<file path="src/rtl/pop_rank_sorter.sv">
// Ranking sorter: latches N distances and emits their indices ordered by
// distance, one selection per clock, ascending or descending per run.
module pop_rank_sorter #(
  parameter int unsigned N  = 50,
  parameter int unsigned W  = 12,
  localparam int unsigned IW = $clog2(N)
) (
  input  logic            clk,
  input  logic            rst_n,
  input  logic            start,
  input  logic            desc,
  input  logic [IW:0]     count,
  input  logic [N*W-1:0]  in,
  output logic [N*IW-1:0] sorted,
  output logic [IW-1:0]   best_index,
  output logic            busy,
  output logic            done,
  output logic [1:0]      state_out
);

  typedef enum logic [1:0] {
    IDLE = 2'd0,
    SORT = 2'd1,
    DONE = 2'd2
  } state_t;

  state_t            state_q, state_d;
  logic              load, step;
  logic [W-1:0]      dist_q [N];
  logic              desc_q;
  logic [IW:0]       count_q, counter_q, count_clamped;
  logic [N-1:0]      used_q, sel_oh;
  logic [IW-1:0]     sel;
  logic [W-1:0]      best;
  logic              found;
  logic              last;
  logic [N*IW-1:0]   sorted_q;
  logic              busy_q, done_q;

  // Clamp requested population size to the number of slots
  always_comb begin
    count_clamped = (count > (IW+1)'(N)) ? (IW+1)'(N) : count;
  end

  // Final selection of a run is being written this cycle
  always_comb begin
    last = (counter_q == (count_q - (IW+1)'(1)));
  end

  // Next-state and control decode
  always_comb begin
    state_d = state_q;
    load    = 1'b0;
    step    = 1'b0;
    case (state_q)
      IDLE, DONE: begin
        if (start) begin
          load    = 1'b1;
          state_d = (count_clamped == '0) ? DONE : SORT;
        end
      end
      SORT: begin
        step = 1'b1;
        if (last) state_d = DONE;
      end
      default: state_d = IDLE;
    endcase
  end

  // Pick the best unused live slot; strict compare keeps the lowest index on ties
  always_comb begin
    found = 1'b0;
    best  = '0;
    sel   = '0;
    for (int i = 0; i < int'(N); i++) begin
      if (!used_q[i] && ((IW+1)'(i) < count_q)) begin
        if (!found || (desc_q ? (dist_q[i] > best) : (dist_q[i] < best))) begin
          found = 1'b1;
          best  = dist_q[i];
          sel   = IW'(i);
        end
      end
    end
  end

  // One-hot form of the selection for the used-mask update
  always_comb begin
    sel_oh = '0;
    for (int i = 0; i < int'(N); i++) begin
      sel_oh[i] = found && (sel == IW'(i));
    end
  end

  // State register and registered status flags
  always_ff @(posedge clk or negedge rst_n) begin
    if (!rst_n) begin
      state_q <= IDLE;
      busy_q  <= 1'b0;
      done_q  <= 1'b0;
    end else begin
      state_q <= state_d;
      busy_q  <= (state_d == SORT);
      done_q  <= (state_d == DONE);
    end
  end

  // Operand latch, used mask, rank counter and result vector
  always_ff @(posedge clk or negedge rst_n) begin
    if (!rst_n) begin
      for (int i = 0; i < int'(N); i++) dist_q[i] <= '0;
      desc_q    <= 1'b0;
      count_q   <= '0;
      counter_q <= '0;
      used_q    <= '0;
      sorted_q  <= '0;
    end else if (load) begin
      for (int i = 0; i < int'(N); i++) dist_q[i] <= in[W*i +: W];
      desc_q    <= desc;
      count_q   <= count_clamped;
      counter_q <= '0;
      used_q    <= '0;
      sorted_q  <= '0;
    end else if (step) begin
      for (int r = 0; r < int'(N); r++) begin
        if (counter_q == (IW+1)'(r)) sorted_q[IW*r +: IW] <= sel;
      end
      used_q    <= used_q | sel_oh;
      counter_q <= counter_q + (IW+1)'(1);
    end
  end

  assign sorted     = sorted_q;
  assign best_index = sorted_q[IW-1:0];
  assign busy       = busy_q;
  assign done       = done_q;
  assign state_out  = state_q;

endmodule

</file>
<file path="config.mk">
export PLATFORM = sky130hd
export DESIGN_NAME = pop_rank_sorter
export DESIGN_NICKNAME = d
export VERILOG_FILES = /design/src/rtl/pop_rank_sorter.sv
export SDC_FILE = /design/constraint.sdc
export NUM_CORES = 2
export LEC_CHECK = 0
export ABC_AREA = 1
export BUFFER_PORTS_ARGS = -buffer_cell sky130_fd_sc_hd__buf_2
export CAP_MARGIN = 5
export CORE_AREA = 10 10 355 357
export DETAILED_ROUTE_END_ITERATION = 16
export DIE_AREA = 0 0 365 367
export GPL_TIMING_DRIVEN = 1
export PLACE_DENSITY = 0.85
export SYNTH_ARGS = -nofsm -noshare
export SYNTH_HDL_FRONTEND = slang
export SYNTH_SLANG_ARGS = --single-unit
</file>
<file path="constraint.sdc">
create_clock -name clk -period 82.9 [get_ports clk]
set_input_delay 4.145 -clock clk [delete_from_list [all_inputs] [get_ports clk]]
set_output_delay 4.145 -clock clk [all_outputs]
set_load 0.02 [all_outputs]
</file>
==> impl_metrics.xml <==
<?xml version="1.0" encoding="UTF-8"?>
<metrics>
  <group name="status">
    <metric name="status" unit="">complete, but fails checks</metric>
    <metric name="failed_checks" unit="">capacitance limit, slew limit</metric>
  </group>
  <group name="critical_path">
    <metric name="crit_path_frequent_cell" unit="">sky130_fd_sc_hd__nor2_1</metric>
    <metric name="data_required_time_of_the_critical_path" unit="ns">83.53</metric>
    <metric name="rr_worst_depth" unit="">601</metric>
    <metric name="critical_path_peak_fanout" unit="">14</metric>
    <metric name="end_kind" unit="">register</metric>
    <metric name="critPathBufInv" unit="">46</metric>
    <metric name="crit_arrival" unit="ns">79.82</metric>
    <metric name="criticalPathCategory" unit="">reg -&gt; reg</metric>
    <metric name="max_stage_delay" unit="ns">0.43</metric>
    <metric name="critical-path-top-delay-family" unit="">simple AND/OR/NAND/NOR gates</metric>
    <metric name="worst-path-stages" unit="">601</metric>
    <metric name="crit_slowest_cell" unit="">sky130_fd_sc_hd__o21ai_0</metric>
    <metric name="timing.critical_path.from_type" unit="">register</metric>
  </group>
  <group name="place">
    <metric name="post_placement_cell_count" unit="">10100</metric>
    <metric name="gpl.final_weighted_congestion" unit="">0.996</metric>
    <metric name="port_buffers" unit="">920</metric>
    <metric name="post-dp-hpwl" unit="um">171000</metric>
    <metric name="placement_cell_area" unit="mm2">0.0660</metric>
  </group>
  <group name="drt">
    <metric name="vias_per_cell" unit="">5.80</metric>
    <metric name="dr.pass1.iters" unit="">6</metric>
    <metric name="routed-via-count" unit="">61400</metric>
    <metric name="drt-total-wl" unit="um">234000</metric>
    <metric name="final_antenna_net_count" unit="">0</metric>
    <metric name="drc" unit="">0</metric>
    <metric name="wl_per_cell" unit="um">22.1</metric>
    <metric name="drtIter0Drc" unit="">7114</metric>
  </group>
  <group name="final_layout">
    <metric name="drive_above_1_share" unit="%">26.8</metric>
    <metric name="layout.cells.non_filler" unit="">10600</metric>
    <metric name="finalNetCount" unit="">10100</metric>
    <metric name="post-route-cell-area" unit="mm2">0.0762</metric>
    <metric name="finish.utilization" unit="%">64.0</metric>
    <metric name="syn_to_final_growth" unit="%">23.5</metric>
  </group>
  <group name="cts">
    <metric name="inserted_clock_buffers" unit="">104</metric>
    <metric name="clock_insertion_delay_worst_skew" unit="ns">0.77</metric>
    <metric name="clkTransAtPathRegs" unit="ns">0.06</metric>
    <metric name="clkSinkCount" unit="">969</metric>
    <metric name="clock_tree_from_tritoncts" unit="">built</metric>
    <metric name="cts.htree.levels" unit="">3</metric>
    <metric name="clock_tree.buffer_depth" unit="">3</metric>
    <metric name="clock_tree.root_cell" unit="">sky130_fd_sc_hd__clkbuf_16</metric>
  </group>
  <group name="yosys">
    <metric name="postSynthCellCount" unit="">7948</metric>
    <metric name="synth-edff-count" unit="">0</metric>
    <metric name="number_of_flip_flops_and_latches_in_the_synthesized_netlist" unit="">969</metric>
    <metric name="synth.avg_cell_area" unit="um2">7.77</metric>
    <metric name="synth-main-ff-cell" unit="">sky130_fd_sc_hd__dfrtp_1</metric>
    <metric name="ys_warn_count" unit="">0</metric>
    <metric name="ys_seq_area_share" unit="%">39.3</metric>
    <metric name="syn_nets" unit="">9112</metric>
    <metric name="synth.distinct_cells" unit="">68</metric>
    <metric name="synth-async-reset-ratio" unit="%">100</metric>
    <metric name="netlist_area" unit="mm2">0.0617</metric>
  </group>
  <group name="floorplanning">
    <metric name="die-area" unit="mm2">0.134</metric>
    <metric name="core_area" unit="mm2">0.119</metric>
    <metric name="floorplan.rows" unit="">127</metric>
    <metric name="die_height" unit="um">367</metric>
    <metric name="num_io_pins" unit="">921</metric>
    <metric name="start_util" unit="%">51.9</metric>
    <metric name="dieWidth" unit="um">365</metric>
  </group>
  <group name="timing">
    <metric name="timing.final.crit_share" unit="%">95.5</metric>
    <metric name="rsz_0062_raised_after_global_routing" unit="">true</metric>
    <metric name="total_neg_setup_slack" unit="ns">0</metric>
    <metric name="fmaxAchievable" unit="MHz">12.6</metric>
    <metric name="relSlewSlack" unit="%">-44.1</metric>
    <metric name="finalWorstPathRequiredPeriod" unit="ns">79.19</metric>
    <metric name="worstMarginPinSlew" unit="ns">2.15</metric>
    <metric name="maxSlewViolCount" unit="">121</metric>
    <metric name="timing.final.setup_violations" unit="">0</metric>
    <metric name="finalHoldViolations" unit="">0</metric>
    <metric name="clock_skew" unit="ns">0.0863</metric>
  </group>
  <group name="global_routing">
    <metric name="gr-total-overflow" unit="">0</metric>
    <metric name="via_count_of_the_first_global_routing_pass" unit="">57100</metric>
    <metric name="grt_usage" unit="%">31.4</metric>
    <metric name="grt_max_degree" unit="">173</metric>
    <metric name="initial_antenna_violation_count" unit="">24</metric>
    <metric name="wire_length_of_the_first_global_routing_pass" unit="um">330000</metric>
  </group>
  <group name="job">
    <metric name="max-cap-violations" unit="">18</metric>
  </group>
  <group name="min_path">
    <metric name="hold_class" unit="">reg -&gt; reg</metric>
    <metric name="hold-path-cell-count" unit="">2</metric>
  </group>
</metrics>
-- cell usage after synthesis (7+ instances only) --
| library cell | count | area share [%] |
|---|---|---|
| sky130_fd_sc_hd__buf_2 | 34 | 0.28 |
| sky130_fd_sc_hd__nor3_1 | 10 | 0.081 |
| sky130_fd_sc_hd__nand2_2 | 154 | 1.6 |
| sky130_fd_sc_hd__clkbuf_1 | 126 | 0.77 |
| sky130_fd_sc_hd__nand3_2 | 64 | 1.0 |
| sky130_fd_sc_hd__a211oi_1 | 45 | 0.55 |
| sky130_fd_sc_hd__o21ai_2 | 144 | 2.0 |
| sky130_fd_sc_hd__o211ai_1 | 7 | 0.085 |
| sky130_fd_sc_hd__o21ai_1 | 199 | 1.6 |
| sky130_fd_sc_hd__nand2_1 | 3035 | 18 |
| sky130_fd_sc_hd__a21oi_1 | 196 | 1.6 |
| sky130_fd_sc_hd__buf_4 | 74 | 0.90 |
| sky130_fd_sc_hd__nor2_4 | 7 | 0.13 |
| sky130_fd_sc_hd__dfrtp_1 | 969 | 39 |
| sky130_fd_sc_hd__o211a_1 | 14 | 0.23 |
| sky130_fd_sc_hd__clkbuf_8 | 68 | 1.5 |
| sky130_fd_sc_hd__buf_12 | 15 | 0.49 |
| sky130_fd_sc_hd__nor2_1 | 308 | 1.9 |
| sky130_fd_sc_hd__o21bai_1 | 60 | 0.73 |
| sky130_fd_sc_hd__nand3_1 | 259 | 2.1 |
| sky130_fd_sc_hd__nand4_1 | 122 | 1.2 |
| sky130_fd_sc_hd__nand2_4 | 24 | 0.44 |
| sky130_fd_sc_hd__buf_6 | 17 | 0.31 |
| sky130_fd_sc_hd__inv_1 | 534 | 3.2 |
| sky130_fd_sc_hd__a21o_1 | 36 | 0.44 |
| sky130_fd_sc_hd__o21ai_0 | 700 | 5.7 |
| sky130_fd_sc_hd__buf_8 | 10 | 0.24 |
| sky130_fd_sc_hd__inv_2 | 18 | 0.11 |
| sky130_fd_sc_hd__nor2_2 | 34 | 0.34 |
| sky130_fd_sc_hd__nor4_1 | 7 | 0.071 |
| sky130_fd_sc_hd__a221oi_1 | 21 | 0.30 |
| sky130_fd_sc_hd__ha_1 | 553 | 11 |
-- worst min-delay path, delay by kind of cell (launching register included) --
kind | cells | cell delay (ns)
DFF | 1 | 0.34
and+or+nand+nor | 1 | 0.06
AOI/OAI and AO/OA | 1 | 0.05
-- layout by cell type (no fill, tap or decap), types with 11 or more instances in the layout --
master	netlist	routed
sky130_fd_sc_hd__a211oi_2	0	16
sky130_fd_sc_hd__a211oi_1	45	29
sky130_fd_sc_hd__a21oi_1	196	188
sky130_fd_sc_hd__nor2_4	7	16
sky130_fd_sc_hd__nand3_2	64	71
sky130_fd_sc_hd__inv_2	18	20
sky130_fd_sc_hd__a221oi_2	0	15
sky130_fd_sc_hd__o21ai_2	144	301
sky130_fd_sc_hd__o21ai_0	700	295
sky130_fd_sc_hd__buf_6	17	15
sky130_fd_sc_hd__nand2_4	24	155
sky130_fd_sc_hd__ha_1	553	520
sky130_fd_sc_hd__nand2_8	2	65
sky130_fd_sc_hd__inv_1	534	527
sky130_fd_sc_hd__ha_4	0	32
sky130_fd_sc_hd__nand4_1	122	122
sky130_fd_sc_hd__o211a_1	14	14
sky130_fd_sc_hd__nor2_2	34	49
sky130_fd_sc_hd__diode_2	0	14
sky130_fd_sc_hd__dfrtp_1	969	968
sky130_fd_sc_hd__buf_4	74	186
sky130_fd_sc_hd__nand2_1	3035	2868
sky130_fd_sc_hd__clkbuf_8	68	20
sky130_fd_sc_hd__nand3_4	2	35
sky130_fd_sc_hd__buf_2	34	919
sky130_fd_sc_hd__o21ai_4	0	56
sky130_fd_sc_hd__o21bai_1	60	60
sky130_fd_sc_hd__clkbuf_16	0	110
sky130_fd_sc_hd__bufinv_16	0	11
sky130_fd_sc_hd__clkbuf_1	126	15
sky130_fd_sc_hd__nor2_1	308	285
sky130_fd_sc_hd__nand3_1	259	219
sky130_fd_sc_hd__o21ai_1	199	391
sky130_fd_sc_hd__nand2_2	154	222
sky130_fd_sc_hd__a21o_1	36	36
sky130_fd_sc_hd__clkinv_2	2	18
sky130_fd_sc_hd__a21oi_2	5	12
-- metal layers --
metal | share of wire, % | routed length (um) | track usage, %
met5 | 0.031 | 73 | 0
met4 | 6.7 | 15700 | 16.9
met3 | 8.7 | 20400 | 6.52
met2 | 47 | 109000 | 52.2
met1 | 38 | 88100 | 37.8
-- cell families (layout without fill, tap and decap cells) --
| family | Yosys count | after routing | synth area share [%] |
|---|---|---|---|
| AND/OR/NAND/NOR | 4042 | 4138 | 27.6 |
| AO/OA/AOI/OAI | 1466 | 1466 | 13.8 |
| flip-flops | 969 | 969 | 39.3 |
| buffers and inverters | 913 | 1898 | 8.00 |
| adder cells (fa/ha/maj) | 553 | 553 | 11.2 |
| XOR/XNOR | 5 | 5 | 0.0709 |
| other | 0 | 14 | 0 |
-- final cells by class --
cell class,instances,area [um2]
Clock inverter,54,782
Antenna cell,14,35.0
Inverter,562,2160
Fill cell,9826,42800
Clock buffer,139,2930
Tap cell,1548,1940
Sequential cell,969,24200
Timing Repair Buffer,1138,6560
Multi-Input combinational cell,6162,37500
Timing Repair inverter,5,51.3
-- flip-flops by register name (all words and copies together), names as in the netlist --
name       flops
busy           1
count_q        7
counter_q      7
desc_q         1
dist_q       600
done           1
sorted       300
state_out      2
used_q        50
-- per-stage QoR --
step	worst slack [ns]	hold WS, ns
2_1_floorplan	9.73	0.442
6_report	3.71	0.475
4_1_cts	0.0578	0.477
3_3_place_gp	-4.52	0.460
5_1_grt	-2.11	0.492
3_5_place_dp	-6.58	0.462
-- what timing repair did --
item / 4_1_cts / 5_1_grt
buffers inserted: 3 / 138
gates resized for setup: 168 / 1077
cloned: 1 / 110
pin swaps: 0 / 279
endpoints found under the setup margin: 350 / 350
hold buffers: 0 / 0
-- final timing paths --
kind                       slack, ns          end        from
max in group asynchronous      75.59  dist_q[256]       rst_n
hold / removal                  0.47   sorted[76]  sorted[76]
hold reg to reg                 0.47   sorted[76]  sorted[76]
setup / recovery                3.71   used_q[15]  count_q[3]
setup reg to reg                3.71   used_q[15]  count_q[3]
min in group asynchronous       3.47  sorted[186]       rst_n
Power is left out: the tool's default activity adds up to more than one toggle a clock period on the data nets, which glitch-free logic cannot reach.
